**src/rtl/data_bus_timer.sv**
```systemverilog
// Memory-mapped down-counting timer on the CPU data bus: CTRL/LOAD/COUNT/STATUS, W1C expiry, IRQ.
// Optional macro PRESCALER_EN adds a 16-bit PRESC register at offset 0x10 that divides the count tick.
module data_bus_timer #(
    parameter logic [31:0] BASE_ADDR  = 32'hFF20_0100,
    parameter logic [31:0] RESET_LOAD = 32'h0000_0000
) (
    input  logic        iCLK,
    input  logic        iRST,
    input  logic        DwReadEnable,
    input  logic        DwWriteEnable,
    input  logic [3:0]  DwByteEnable,
    input  logic [31:0] DwAddress,
    input  logic [31:0] DwWriteData,
    output logic [31:0] DwReadData,
    output logic        oIRQ
);

`ifdef PRESCALER_EN
    localparam int unsigned AW = 5;
`else
    localparam int unsigned AW = 4;
`endif
    localparam int unsigned OW = AW - 2;

    typedef enum logic {STOPPED = 1'b0, RUNNING = 1'b1} state_t;

    state_t         state_q, state_d;
    logic           ar_q, ie_q, exp_q;
    logic [31:0]    load_q, count_q;
    logic           hit, wr, wr_ctrl, wr_load, wr_stat;
    logic [OW-1:0]  off;
    logic           en_req, ar_d, ie_d, tick;
    logic [31:0]    load_d;
    logic           start, step, expire;

    function automatic logic [31:0] lane_merge(input logic [31:0] old_v,
                                               input logic [31:0] new_v,
                                               input logic [3:0]  be);
        logic [31:0] r;
        for (int i = 0; i < 4; i++)
            r[8*i +: 8] = be[i] ? new_v[8*i +: 8] : old_v[8*i +: 8];
        return r;
    endfunction

    // Address decode; the two low address bits never participate
    assign hit     = (DwAddress[31:AW] == BASE_ADDR[31:AW]);
    assign off     = DwAddress[AW-1:2];
    assign wr      = DwWriteEnable && hit;
    assign wr_ctrl = wr && (off == OW'(0)) && DwByteEnable[0];
    assign wr_load = wr && (off == OW'(1));
    assign wr_stat = wr && (off == OW'(3)) && DwByteEnable[0] && DwWriteData[0];

    // Register values as they stand after this cycle's write
    assign en_req = wr_ctrl ? DwWriteData[0] : (state_q == RUNNING);
    assign ar_d   = wr_ctrl ? DwWriteData[1] : ar_q;
    assign ie_d   = wr_ctrl ? DwWriteData[2] : ie_q;
    assign load_d = wr_load ? lane_merge(load_q, DwWriteData, DwByteEnable) : load_q;

`ifdef PRESCALER_EN
    logic        wr_presc;
    logic [15:0] presc_q, pc_q;
    logic [31:0] presc_wr;
    logic        unused_bits;

    assign wr_presc    = wr && (off == OW'(4));
    assign presc_wr    = lane_merge({16'h0, presc_q}, DwWriteData, DwByteEnable);
    assign tick        = (pc_q == presc_q);
    assign unused_bits = ^{DwAddress[1:0], presc_wr[31:16]};

    // Tick divider: counts RUNNING cycles, restarts on every tick and on start
    always_ff @(posedge iCLK or posedge iRST) begin
        if (iRST) begin
            presc_q <= 16'h0;
            pc_q    <= 16'h0;
        end else begin
            if (wr_presc)
                presc_q <= presc_wr[15:0];
            if (start)
                pc_q <= 16'h0;
            else if ((state_q == RUNNING) && en_req)
                pc_q <= tick ? 16'h0 : pc_q + 16'd1;
        end
    end
`else
    logic unused_bits;
    assign tick        = 1'b1;
    assign unused_bits = ^DwAddress[1:0];
`endif

    always_ff @(posedge iCLK or posedge iRST) begin
        if (iRST) state_q <= STOPPED;
        else      state_q <= state_d;
    end

    // Next state: software EN write, or one-shot expiry
    always_comb begin
        state_d = state_q;
        case (state_q)
            STOPPED: if (en_req) state_d = RUNNING;
            RUNNING: if (!en_req || (tick && (count_q == 32'd0) && !ar_d)) state_d = STOPPED;
            default: state_d = STOPPED;
        endcase
    end

    // Counter actions; an EN=0 write suppresses the tick at that edge
    always_comb begin
        start  = 1'b0;
        step   = 1'b0;
        expire = 1'b0;
        case (state_q)
            STOPPED: start = en_req;
            RUNNING: begin
                if (en_req && tick) begin
                    if (count_q == 32'd0) expire = 1'b1;
                    else                  step   = 1'b1;
                end
            end
            default: ;
        endcase
    end

    always_ff @(posedge iCLK or posedge iRST) begin
        if (iRST) begin
            ar_q    <= 1'b0;
            ie_q    <= 1'b0;
            exp_q   <= 1'b0;
            load_q  <= RESET_LOAD;
            count_q <= 32'h0;
        end else begin
            ar_q   <= ar_d;
            ie_q   <= ie_d;
            load_q <= load_d;
            if (start)
                count_q <= load_d;
            else if (step)
                count_q <= count_q - 32'd1;
            else if (expire && ar_d)
                count_q <= load_d;
            // Expiry beats a simultaneous W1C
            if (expire)
                exp_q <= 1'b1;
            else if (wr_stat)
                exp_q <= 1'b0;
        end
    end

    assign oIRQ = exp_q && ie_q;

    // Combinational read of pre-write values
    always_comb begin
        DwReadData = 32'h0;
        if (DwReadEnable && hit) begin
            case (off)
                OW'(0): DwReadData = {29'h0, ie_q, ar_q, state_q == RUNNING};
                OW'(1): DwReadData = load_q;
                OW'(2): DwReadData = count_q;
                OW'(3): DwReadData = {31'h0, exp_q};
`ifdef PRESCALER_EN
                OW'(4): DwReadData = {16'h0, presc_q};
`endif
                default: DwReadData = 32'h0;
            endcase
        end
    end

endmodule

```
**config.mk**
```make
export PLATFORM = sky130hd
export DESIGN_NAME = data_bus_timer
export DESIGN_NICKNAME = d
export VERILOG_FILES = /design/src/rtl/data_bus_timer.sv
export SDC_FILE = /design/constraint.sdc
export NUM_CORES = 1
export LEC_CHECK = 0
export BUFFER_PORTS_ARGS = -buffer_cell sky130_fd_sc_hd__buf_2
export CORE_MARGIN = 4
export CORE_UTILIZATION = 35
export DETAILED_ROUTE_END_ITERATION = 10
export SETUP_SLACK_MARGIN = 0.4
export SYNTH_ARGS = -nofsm -noshare
export SYNTH_HDL_FRONTEND = slang
export SYNTH_SLANG_ARGS = --single-unit
export TNS_END_PERCENT = 50
```
**constraint.sdc**
```tcl
create_clock -name iCLK -period 2.6 [get_ports iCLK]
set_input_delay 0.26 -clock iCLK [delete_from_list [all_inputs] [get_ports iCLK]]
set_output_delay 0.26 -clock iCLK [all_outputs]
set_load 0.01 [all_outputs]
```
==> out/metrics.csv <==
stage;metric;value;unit
worst_setup_path;crit path to;count_q[27];
layout;layout cells sized above 1;0.452;
synthesis;post-synthesis net count;531;
die;row count;41;
synthesis;main flop type after synthesis;dfrtp_1;
layout;commonest cells after routing, fill and taps aside;buf_2 (94), dfrtp_1 (64), nor2_1 (44);
layout;commonest non-fill, non-tap cell in the layout;buf_2;
sta;Final Cycle Share;0.890;
synthesis;register area share after synthesis;0.379;
layout;layout net count;679;
placed_design;Post-Place Cells;737;
worst_setup_path;Reg2Reg Depth;9;
layout;final instance area;6450;um^2
grt;largest net degree at the start of global routing;41;
worst_setup_path;r2r setup slk;290;ps
die;Die X;121;um
power_and_ir_drop;power per cell area;382;nW/um^2
clock_network;Clock transition at path regs;50;ps
clock_network;clk_lat worst skew;340;ps
route;WL final;14800;um
sta;Fmax;432;MHz
synthesis;syn avg cell area;9.82;um^2
sta;count of pins over their slew limit;0;
sta;worst clock skew;6.64;ps
synthesis;Cells after Synth;457;
clock_network;CTS tree;built;
grt;Total GRT Usage;0.196;
grt;number of global-route vias before repair;4346;
grt;number of antenna violations at the first check in global routing;0;
synthesis;Synth Warn #;0;
clock_network;# hold bufs at CTS;0;
die;die area;14700;um^2
clock_network;clock root cell;clkbuf_16;
die;core footprint;12600;um^2
worst_setup_path;Max FO, Critical Path;9;
synthesis;post-synth top area cell;dfrtp_1;
layout;fin cells;781;
clock_network;CTS buffer count;9;
status;status;complete, no violations;
grt;global-route wire length before repair;22700;um
sta;Setup TNS;0;ps
worst_setup_path;crit path kind;flip-flop to flip-flop;
synthesis;Synth cell types;59;
power_and_ir_drop;Leak;2.93;nW
sta;Hold Violations, Final;0;
layout;diodes inserted;0;
worst_setup_path;FF-to-FF End;count_q[27];
sta;Final WS setup;285;ps
sta;unrepaired setup endpoints after global routing;true;
sta;max_slew headroom;0.565;
synthesis;Post-Syn Area;4490;um^2
worst_setup_path;Worst Path Required;2820;ps
layout;fin util;0.513;
route;vias per inst;5.61;
job;# Max-Cap Violations;0;
worst_setup_path;reg2reg start;count_q[24];
clock_network;H-tree levels;3;
hold_path;hold crit path type;input port to async pin;
power_and_ir_drop;VDD IR max;0.000243;V
placed_design;I/O Buffers;102;
synthesis;area share of the largest cell type after synthesis;0.379;
sta;worst hold slack;11.2;ps
synthesis;EDFF count, synth;0;
route;Routed WL per cell;18.9;um
sta;final setup fails;0;
worst_setup_path;nature of the critical path endpoint;flip-flop;
synthesis;Area contributors post-synth;dfrtp_1 (38%), mux2_2 (8.0%), a22oi_1 (6.5%);
clock_network;Max clock buf depth;2;
grt;total grt overflow;0;
route;# DRC;0;
sta;Worst Tran Pin Value;652;ps
die;I/O pin cnt;105;
placed_design;Detailed Place HPWL;9630;um
sta;Tmin final;2310;ps
power_and_ir_drop;Final Total Pwr;2.46;mW
clock_network;CTS Sinks;68;
route;1st-iter DRT viols;285;
route;1st-pass router iterations;5;
worst_setup_path;beginning of the critical path;count_q[24];
synthesis;Post-synth ARST share;1.00;
worst_setup_path;WP data arrival;2530;ps
die;Starting Density;0.357;
placed_design;GPL Wtd Cong;0.855;
placed_design;Cell Area, Placed;5430;um^2
die;Die Span Y;121;um
route;Detail Route Antenna Nets;0;
synthesis;flops & latches, synth;68;
layout;layout overhead on the synthesized area;43.7;%
route;vias;4383;
worst_setup_path;startpoint types;flip-flop;
placed_design;pre-CTS setup slack;89.7;ps
power by group:
part | internal, mW | total, mW | leakage, nW | switching (mW)
sequential | 1.06 | 1.06 | 0.923 | 0.000000268
combinational | 0.0570 | 0.133 | 1.86 | 0.0765
clock | 0.817 | 1.27 | 0.149 | 0.452
total | 1.93 | 2.46 | 2.93 | 0.529
layer usage:
layer  vias up  share of wire  GRT usage
met5         -              0          0
met4         0          0.014     0.0679
met3        14          0.053     0.0326
met2       126           0.49      0.328
met1      2194           0.44      0.256
li1       2049              -          -
worst min path at each step:
stage / from / to
CTS: iRST / load_q[12]
detailed placement: iRST / load_q[12]
floorplan: DwWriteData[2] / ie_q
global placement: iRST / load_q[12]
global route: iRST / count_q[8]
finish: iRST / load_q[12]
Yosys cell counts (3+ instances only):
library cell and number:
a22oi_1 39, o22a_1 17, nand4_1 4, a22o_1 4
buf_6 4, dfrtp_1 68, and2_1 5, a2bb2oi_1 14
nor2_1 52, mux2_2 32, inv_1 9, nor3_2 4
nand2_1 29, clkbuf_1 17, nor4_4 5, mux2i_1 9
o21ai_0 3, mux2_1 12, buf_4 3, nor4b_1 5
buf_2 10, o2bb2ai_1 12, nor3_1 17, nor3b_1 3
a21oi_1 8, or3_1 4, nand3_1 15, and3_1 3
nor4_1 10
flip-flops by register name (all words and copies together) (netlist names):
name,flops
count_q,32
ie_q,1
ar_q,1
exp_q,1
state_q,1
load_q,32
logic make-up after synthesis:
family	after synthesis	synth area share
AND/OR/NAND/NOR	179	0.236
AO/OA/AOI/OAI	110	0.195
flip-flops	68	0.379
multiplexers	54	0.135
buffers and inverters	44	0.0488
adder cells (fa/ha/maj)	2	0.00557
repair_timing:
action | CTS | global route
gates cloned | 7 | 2
pin swaps | 19 | 15
buffers inserted | 19 | 1
resized for setup | 40 | 39
endpoints found under the setup margin | 55 | 63
critical path: stages, from the launching register on:
cell and delay, ps:
dfrtp_1 380, or4_4 560, nor3_4 180, buf_6 140, a31o_4 160, buf_4 130, or2_4 180, buf_12 150
nand2b_1 70, a32o_1 240
cell type report:
| cell class | instances | area [um^2] |
|---|---|---|
| Fill cell | 1150 | 6120 |
| Inverter | 10 | 40.0 |
| Tap cell | 172 | 215 |
| Clock inverter | 1 | 30.0 |
| Clock buffer | 14 | 274 |
| Sequential cell | 68 | 1710 |
| Multi-Input combinational cell | 345 | 2800 |
| Timing Repair Buffer | 171 | 1390 |
Power figures use the tool's default switching activity.
